File: config.mk
export PLATFORM = sky130hd
export DESIGN_NAME = buzzer_arbiter
export DESIGN_NICKNAME = d
export VERILOG_FILES = /design/src/rtl/buzzer_arbiter.sv
export SDC_FILE = /design/constraint.sdc
export NUM_CORES = 1
export LEC_CHECK = 0
export CELL_PAD_IN_SITES_DETAIL_PLACEMENT = 1
export CELL_PAD_IN_SITES_GLOBAL_PLACEMENT = 2
export CORE_MARGIN = 1.5
export CORE_UTILIZATION = 39
export CTS_CLUSTER_DIAMETER = 100
export DETAILED_ROUTE_END_ITERATION = 12
export HOLD_SLACK_MARGIN = 0.03
export PLACE_DENSITY = 0.8
export SETUP_SLACK_MARGIN = 0.3
export SLEW_MARGIN = 20
export SYNTH_ARGS = -nofsm -noshare
export SYNTH_HDL_FRONTEND = slang
export SYNTH_SLANG_ARGS = --single-unit
File: constraint.sdc
create_clock -name clk -period 3.92 [get_ports clk]
set_clock_uncertainty 0.1 [all_clocks]
set_input_delay 1.176 -clock clk [delete_from_list [all_inputs] [get_ports clk]]
set_output_delay 1.176 -clock clk [all_outputs]
set_load 0.05 [all_outputs]
File: src/rtl/buzzer_arbiter.sv
// Fixed-priority, preempting tone arbiter driving the keypad-lock buzzer pin.
// Define BUZZ_ARB_QUEUE_EN to queue lower-priority ok/fail/lock requests that arrive while busy.
module buzzer_arbiter #(
  parameter int HP_KEY    = 50000,
  parameter int HP_OK     = 25000,
  parameter int HP_FAIL   = 100000,
  parameter int HP_LOCK   = 12500,
  parameter int ON_KEY    = 10000000,
  parameter int ON_OK     = 30000000,
  parameter int ON_FAIL   = 5000000,
  parameter int ON_LOCK   = 5000000,
  parameter int OFF_LEN   = 5000000,
  parameter int LOCK_REPS = 3
) (
  input  logic       clk,
  input  logic       rst,
  input  logic [3:0] req,
  input  logic       stop,
  output logic       buzzer,
  output logic       busy,
  output logic [1:0] active_id,
  output logic       done
);

  function automatic int max2(input int a, input int b);
    return (a > b) ? a : b;
  endfunction

  localparam int MAXP = max2(max2(max2(HP_KEY, HP_OK), max2(HP_FAIL, HP_LOCK)),
                             max2(max2(max2(ON_KEY, ON_OK), max2(ON_FAIL, ON_LOCK)),
                                  max2(OFF_LEN, LOCK_REPS)));
  localparam int CW = $clog2(MAXP) + 1;
  localparam int BW = $clog2(LOCK_REPS + 1) + 1;

  typedef enum logic [1:0] {IDLE, TONE, GAP} state_t;

  state_t          state_q, state_d;
  logic [1:0]      id_q, id_d;
  logic            buzz_q, buzz_d;
  logic            done_q, done_d;
  logic [CW-1:0]   hp_q, hp_d;
  logic [CW-1:0]   dur_q, dur_d;
  logic [BW-1:0]   burst_q, burst_d;
  logic [3:0]      cand;
  logic [2:0]      sel;
  logic            start;

  function automatic logic [CW-1:0] hp_m1(input logic [1:0] id);
    case (id)
      2'd0:    return CW'(HP_KEY - 1);
      2'd1:    return CW'(HP_OK - 1);
      2'd2:    return CW'(HP_FAIL - 1);
      default: return CW'(HP_LOCK - 1);
    endcase
  endfunction

  function automatic logic [CW-1:0] on_m1(input logic [1:0] id);
    case (id)
      2'd0:    return CW'(ON_KEY - 1);
      2'd1:    return CW'(ON_OK - 1);
      2'd2:    return CW'(ON_FAIL - 1);
      default: return CW'(ON_LOCK - 1);
    endcase
  endfunction

  function automatic logic [BW-1:0] last_burst(input logic [1:0] id);
    case (id)
      2'd2:    return BW'(1);
      2'd3:    return BW'(LOCK_REPS - 1);
      default: return BW'(0);
    endcase
  endfunction

  // {valid, id} of the highest set request bit
  function automatic logic [2:0] pick(input logic [3:0] r);
    if (r[3])      return 3'b111;
    else if (r[2]) return 3'b110;
    else if (r[1]) return 3'b101;
    else if (r[0]) return 3'b100;
    else           return 3'b000;
  endfunction

`ifdef BUZZ_ARB_QUEUE_EN
  logic [3:0] pend_q, pend_d;

  // key clicks (bit 0) are never held; the started id leaves the queue
  always_comb begin
    pend_d = pend_q | (req & 4'b1110);
    if (stop)       pend_d = '0;
    else if (start) pend_d[sel[1:0]] = 1'b0;
  end

  always_ff @(posedge clk or posedge rst) begin
    if (rst) pend_q <= '0;
    else     pend_q <= pend_d;
  end

  assign cand = req | pend_q;
`else
  assign cand = req;
`endif

  assign sel   = pick((state_q == IDLE) ? cand : req);
  assign start = sel[2] && ((state_q == IDLE) || (sel[1:0] >= id_q));

  always_comb begin
    state_d = state_q;
    id_d    = id_q;
    buzz_d  = buzz_q;
    hp_d    = hp_q;
    dur_d   = dur_q;
    burst_d = burst_q;
    done_d  = 1'b0;
    if (stop) begin
      state_d = IDLE;
      id_d    = '0;
      buzz_d  = 1'b0;
      hp_d    = '0;
      dur_d   = '0;
      burst_d = '0;
    end else if (start) begin
      state_d = TONE;
      id_d    = sel[1:0];
      buzz_d  = 1'b1;
      hp_d    = '0;
      dur_d   = '0;
      burst_d = '0;
    end else begin
      case (state_q)
        TONE: begin
          if (dur_q == on_m1(id_q)) begin
            buzz_d = 1'b0;
            hp_d   = '0;
            dur_d  = '0;
            if (burst_q == last_burst(id_q)) begin
              state_d = IDLE;
              id_d    = '0;
              burst_d = '0;
              done_d  = 1'b1;
            end else begin
              state_d = GAP;
            end
          end else begin
            dur_d = dur_q + CW'(1);
            if (hp_q == hp_m1(id_q)) begin
              hp_d   = '0;
              buzz_d = ~buzz_q;
            end else begin
              hp_d = hp_q + CW'(1);
            end
          end
        end
        GAP: begin
          if (dur_q == CW'(OFF_LEN - 1)) begin
            state_d = TONE;
            buzz_d  = 1'b1;
            hp_d    = '0;
            dur_d   = '0;
            burst_d = burst_q + BW'(1);
          end else begin
            dur_d = dur_q + CW'(1);
          end
        end
        default: ;
      endcase
    end
  end

  always_ff @(posedge clk or posedge rst) begin
    if (rst) begin
      state_q <= IDLE;
      id_q    <= '0;
      buzz_q  <= 1'b0;
      done_q  <= 1'b0;
      hp_q    <= '0;
      dur_q   <= '0;
      burst_q <= '0;
    end else begin
      state_q <= state_d;
      id_q    <= id_d;
      buzz_q  <= buzz_d;
      done_q  <= done_d;
      hp_q    <= hp_d;
      dur_q   <= dur_d;
      burst_q <= burst_d;
    end
  end

  assign buzzer    = buzz_q;
  assign busy      = (state_q != IDLE);
  assign active_id = id_q;
  assign done      = done_q;

endmodule

==> results of run 1 <==
layer usage:
metal / vias up / share of wire (%) / global-route usage [%]
li1: 1782 / - / -
met1: 1879 / 49 / 29.9
met2: 31 / 47 / 35.7
met3: 14 / 2.1 / 4.43
met4: 0 / 1.3 / 7.14
met5: - / 0 / 0
synth_stat cells (6+ instances only):
cell | instances | area share (%)
nor4_1 | 6 | 0.93
nor3_1 | 15 | 1.9
inv_1 | 30 | 2.8
xnor2_1 | 17 | 3.7
a22oi_1 | 8 | 1.5
dfrtp_1 | 61 | 38
and3_1 | 11 | 1.7
xor2_1 | 9 | 1.9
a31oi_1 | 19 | 2.9
nand2_1 | 40 | 3.7
o22ai_1 | 7 | 1.1
nand3_1 | 23 | 2.8
or2_2 | 7 | 1.1
a21oi_1 | 13 | 1.6
or3_1 | 7 | 1.1
o21ai_0 | 18 | 2.2
o31ai_1 | 9 | 1.7
nand4_1 | 20 | 3.1
clkbuf_1 | 16 | 1.5
nor2_1 | 35 | 3.2
a22o_1 | 8 | 1.7
ha_1 | 16 | 4.9
kinds of logic after synthesis:
kind of cell	after synthesis	synth area share, %
AO/OA/AOI/OAI	119	20.7
XOR/XNOR	26	5.62
adder cells (fa/ha/maj)	16	4.94
buffers and inverters	50	4.69
flip-flops	61	37.7
multiplexers	5	1.30
AND/OR/NAND/NOR	192	25.0
through the flow:
| stage | setup TNS [ps] | setup slack (ps) | util (%) | power (mW) | area [µm²] |
|---|---|---|---|---|---|
| finish | 0 | 460 | 45.6 | 1.43 | 4640 |
| global placement | 0 | 30.7 | 43.3 | 0.896 | 4410 |
| floorplan | 0 | 534 | - | 0.816 | 4050 |
| CTS | 0 | 357 | 45.1 | 1.44 | 4590 |
| global route | 0 | 295 | 45.6 | 1.49 | 4640 |
| detailed placement | -18.8 | -7.33 | 43.3 | 0.900 | 4410 |
worst max path at each step:
stage / start / end / slack [ps] / cells past startpoint
after CTS: req[2] / dur_q[7] / 360 / 12
after detailed placement: req[2] / dur_q[17] / -7 / 12
after global routing: active_id[0] / hp_q[25] / 290 / 10
after global placement: req[2] / hp_q[3] / 30 / 11
final: req[2] / dur_q[3] / 460 / 12
after floorplan: req[3] / hp_q[12] / 530 / 8
power breakdown:
group | total [mW] | switching [mW] | internal (mW)
combinational | 0.246 | 0.156 | 0.0897
clock | 0.535 | 0.258 | 0.278
sequential | 0.648 | 0.0119 | 0.636
total | 1.43 | 0.426 | 1.00
flip-flops by register name, indices dropped and copies added, names as in the netlist:
| signal | count |
|---|---|
| burst_q | 3 |
| done | 1 |
| buzzer | 1 |
| active_id | 2 |
| state_q | 2 |
| hp_q | 26 |
| dur_q | 26 |
what timing repair did:
action | in CTS | in global routing
setup buffers | 0 | 1
endpoints found under the setup margin | 0 | 24
gates resized for setup | 0 | 9
final cells by class:
| cell class | count | area (µm²) |
|---|---|---|
| clock inverter | 1 | 5.00 |
| tap | 136 | 170 |
| timing repair buffer | 28 | 277 |
| inverter | 30 | 113 |
| fill | 1213 | 5540 |
| multi-input combinational | 358 | 2380 |
| clock buffer | 14 | 173 |
| sequential | 61 | 1530 |
worst reg2reg max path, stage by stage (launching register included):
cell,delay (ps)
dfrtp_1,540
inv_1,210
ha_1,300
nor2_1,120
or3_1,440
a2111oi_0,570
a32oi_1,150
buf_4,240
nand3_1,100
buf_4,240
o21ai_0,150
==> impl_metrics.ini, run 1 <==
[clocking]
clk_latency_ps = 350
cts-root-buf = clkbuf_8
cts_max_path_buffers = 2
cts_sinks = 61
cts_made_buffers = 9
cts_max_level = 3
tritoncts = built
clk_pin_slew_ps = 60
cts_hold_buffers = 0

[logic_synthesis]
ys_seq_area_share_pct = 37.7
synth_area_um2 = 4050
avgSynthCellArea_um2 = 8.64
yosys_warnings = 0
syn_inst = 469
synth-edff-count = 0
synthArstFlopShare_pct = 100
ys.flop_type = dfrtp_1
synth_nets = 492
ys_seq_elements = 61
synth_cell_types = 55

[routing]
drc = 0
vias = 3706
via_per_inst = 5.90
drtIter0Drc = 159
wire_per_inst_um = 18.2
firstDrtPassIters = 4
drt_wl_total_mm = 11.4
drtAntennaViolNets = 0

[cells_and_area]
final_layout_size_suffix_gt1_share_pct = 10.8
fin_nets = 511
antenna_cells = 0
finalNonFillerCells = 628
final_cell_mix = dfrtp_1, nand2_1, nor2_1
syn_to_final_growth_pct = 14.5
final_common_cell = dfrtp_1

[floorplanning]
die_width_um = 105
dieArea_um2 = 11000
boundaryPins = 12
rows = 37
core-area_um2 = 10200
die_h_um = 105
start_util_pct = 39.8

[worst_setup_path]
critical_path.slowest_cell = clkdlybuf4s50_1
crit_arrival_ps = 3640
rr_endpoint = hp_q[21]
cp-end-kind = flop
rr_worst_depth = 10
critPathMaxStageDelay_ps = 480
critPathBufInv = 5
cp_cell_sequence = clkdlybuf4s50_1 -> inv_1 -> a21oi_1 -> ha_1 -> nand2b_1 -> a211o_1 -> buf_4 -> a211oi_4 -> buf_4 -> buf_4 -> a21o_1 -> a22o_1
worstPathRequired_ps = 4100
rrSetupSlack_ps = 630
critPathLaunchType = input pin
crit_path_max_fanout = 6
crit_type = input pin to flop
path_common_cell = buf_4
cp_top_family = buffers and inverters
r2r-start = active_id[0]

[timing]
whs_ps = 413
fmax_mhz = 289
relSlewSlack_pct = 37.8
period_needed_ps = 3460
tightest_slew_ps = 925
finalHoldViolCount = 0
setup_violations = 0
layout_worst_path_cycle_share_pct = 88.3
slew_violations = 0
rsz0062_at_grt = yes

[power_and_ir_drop]
leakagePower_nw = 1.84
power.density_nw_per_um2 = 308
worst_ir_drop_vdd_mv = 0.163

[min_path]
worstHoldEndpoint = dur_q[25]
hold_depth = 1
min_path_type = flop to flop
min-delay-start = dur_q[25]

[grt]
grt_pass1_vias = 3802
grt_max_degree = 62
grt_pass1_wl_mm = 19.4
overflow = 0
grt_usage_pct = 22.2
grt_antenna_before_repair = 0

[run]
max_cap_viol_count = 0

[placement]
gp_congestion = 0.802
portBuffers = 11
dp_hpwl_mm = 7.93
dp_cells = 611

[outcome]
status = finished clean
Power figures use the tool's default switching activity.
==> run 2: changes to the inputs <==
--- a/config.mk
+++ b/config.mk
@@ -5,15 +5,16 @@
 export SDC_FILE = /design/constraint.sdc
 export NUM_CORES = 1
 export LEC_CHECK = 0
+export ABC_AREA = 1
 export CELL_PAD_IN_SITES_DETAIL_PLACEMENT = 1
 export CELL_PAD_IN_SITES_GLOBAL_PLACEMENT = 2
 export CORE_MARGIN = 1.5
-export CORE_UTILIZATION = 39
+export CORE_UTILIZATION = 35
 export CTS_CLUSTER_DIAMETER = 100
 export DETAILED_ROUTE_END_ITERATION = 12
 export HOLD_SLACK_MARGIN = 0.03
 export PLACE_DENSITY = 0.8
-export SETUP_SLACK_MARGIN = 0.3
+export SETUP_SLACK_MARGIN = 0.05
 export SLEW_MARGIN = 20
 export SYNTH_ARGS = -nofsm -noshare
 export SYNTH_HDL_FRONTEND = slang
==> run 2 against run 1 <==
First-iteration DRC count rose by 6.3%. Critical path depth fell by 1. Power rose by 16%. Largest cell class unchanged. Largest power group is now the clock network. Highest routed layer unchanged.
==> impl_metrics.ini, run 2 <==
[outcome]
status = finished clean

[floorplanning]
start_util_pct = 36.3
rows = 41
boundaryPins = 12
dieArea_um2 = 13900
die_h_um = 118
die_width_um = 118
core-area_um2 = 12800

[power_and_ir_drop]
power.net_switching_mw = 0.499
power.density_nw_per_um2 = 320
leakagePower_nw = 2.30
internal_power_mw = 1.15
switching_share_pct = 30.2
worst_ir_drop_vdd_mv = 0.207
pwr-share-seq_pct = 39.6
power_frac_comb_pct = 17.1
power.share.clock_pct = 43.3

[cells_and_area]
syn_to_final_growth_pct = 11.5
finalNonFillerCells = 895
top_regs = dur_q: 26 flops, hp_q: 26 flops, burst_q: 3 flops
fin_nets = 744
antenna_cells = 0
fin_util_pct = 40.4
final_layout_size_suffix_gt1_share_pct = 5.95
final_common_cell = nand2_1
final_cell_mix = nand2_1, nor2_1, inv_1

[worst_setup_path]
cp-end-kind = flop
critPathLaunchType = input pin
worstPathRequired_ps = 4070
crit_arrival_ps = 3520
crit_type = input pin to flop
crit_path_max_fanout = 11

[clocking]
cts_max_level = 3
postCtsSetupRepairBufs = 0
cts_made_buffers = 9
cts_max_path_buffers = 2
post_cts_resized = 0
clk_latency_ps = 340
cts-root-buf = clkbuf_16
cts_sinks = 61
clk_pin_slew_ps = 50
tritoncts = built
cts_hold_buffers = 0

[timing]
slew_violations = 0
finalHoldViolCount = 0
fmax_mhz = 297
tightest_slew_ps = 608
tns_ps = 0
period_needed_ps = 3370
layout_worst_path_cycle_share_pct = 85.9
setup_violations = 0
rsz0062_at_grt = no
relSlewSlack_pct = 59.4

[grt]
grt_max_degree = 37
grt_pass1_vias = 4751
overflow = 0
grt_pass1_wl_mm = 24.4
grt_usage_pct = 22.2
grt_antenna_before_repair = 0

[min_path]
min_path_type = flop to flop

[logic_synthesis]
synth_cell_types = 31
yosys_warnings = 0
synth-edff-count = 0
synthArstFlopShare_pct = 100
synth_top_cell_area_share_pct = 32.9
yosys-mux-area-fraction_pct = 0
synthAdderAreaFrac_pct = 4.32
ys_seq_area_share_pct = 32.9
ys_seq_elements = 61
synth_compound_area_share_pct = 3.89
synth_area_um2 = 4630
synth_nets = 731
avgSynthCellArea_um2 = 6.54
ys_top_cells_by_area = dfrtp_1, nand2_1, nor2_1
synth_xor_area_share_pct = 5.29
synth_top_family_by_area = simple AND/OR/NAND/NOR gates
yosysMostFrequentCell = nand2_1
ys.flop_type = dfrtp_1
ys_top_cells_by_count = nand2_1, nor2_1, inv_1
synth_area_leader_cell = dfrtp_1
syn_inst = 708
yosys.area_share.simple_pct = 43.9

[placement]
dp_cells = 882
dp_hpwl_mm = 11.3
gp_congestion = 0.825
portBuffers = 11

[routing]
drtAntennaViolNets = 0
firstDrtPassIters = 4
vias = 4474
drc = 0
drtIter0Drc = 169
wire_per_inst_um = 16.1
via_per_inst = 5.00
drt_wl_total_mm = 14.4

[run]
max_cap_viol_count = 0
==> run 2: cell count changes after synthesis, moves of 10 or more <==
cell	change
nand2_1	+163
inv_1	+59
xor2_1	+18
xnor2_1	-16
nor2_1	+86
nand3_1	+43
a31oi_1	-19
and3_1	-10
clkbuf_1	-15
==> run 2: kinds of logic after synthesis <==
| kind of cell | Yosys count |
|---|---|
| adder cells (fa/ha/maj) | 16 |
| XOR/XNOR | 28 |
| AND/OR/NAND/NOR | 466 |
| flip-flops | 61 |
| buffers and inverters | 107 |
| AO/OA/AOI/OAI | 30 |
==> run 2: path summary, 6_finish.rpt <==
path	from	endpoint	slack (ps)	cells past startpoint
setup / recovery	req[2]	dur_q[4]	550	11
hold / removal	burst_q[0]	burst_q[0]	430	2
setup reg to reg	active_id[0]	dur_q[4]	1140	12
hold reg to reg	burst_q[0]	burst_q[0]	430	2
max in group asynchronous	rst	buzzer	1970	3
min in group asynchronous	rst	dur_q[8]	1130	2
==> run 2: power groups by stage <==
| stage | Combinational, mW | Clock (mW) | Sequential (mW) |
|---|---|---|---|
| after floorplan | 0.186 | 0 | 0.680 |
| after global placement | 0.282 | 0 | 0.666 |
| after detailed placement | 0.287 | 0 | 0.666 |
| after CTS | 0.288 | 0.735 | 0.655 |
| after global routing | 0.317 | 0.760 | 0.657 |
| final | 0.283 | 0.715 | 0.655 |
==> run 2: layout make-up <==
cell class / instances / area (µm²)
flip-flops and latches: 61 / 1530
well taps: 172 / 215
clock buffers: 10 / 239
multi-input cells: 540 / 2660
fillers: 1679 / 7610
repair buffers: 16 / 160
inverters: 93 / 349
clock inverters: 3 / 15.0
==> run 2: stage by stage <==
step	power, mW	hold slack (ps)	area (µm²)	worst slack (ps)
floorplan	0.867	374	4630	1020
CTS	1.68	432	5160	543
detailed placement	0.953	421	4910	185
finish	1.65	427	5160	554
global route	1.73	471	5160	289
global placement	0.948	406	4910	255
==> run 2: worst max-delay path: stages <==
cell	delay, ps
clkdlybuf4s50_1	500
inv_1	50
a21oi_1	190
ha_1	270
o21ai_1	130
nand2_1	140
nand2_4	110
nand2_1	160
nor2_1	230
nand2_1	280
o21ai_0	260
==> run 2: per-layer routing <==
layer / track usage [%] / share of wire, % / up-vias
met5: 0 / 0 / -
met2: 37.4 / 48 / 49
met1: 29.0 / 48 / 2155
met3: 4.94 / 3.2 / 13
met4: 5.18 / 1.2 / 0
li1: - / - / 2257
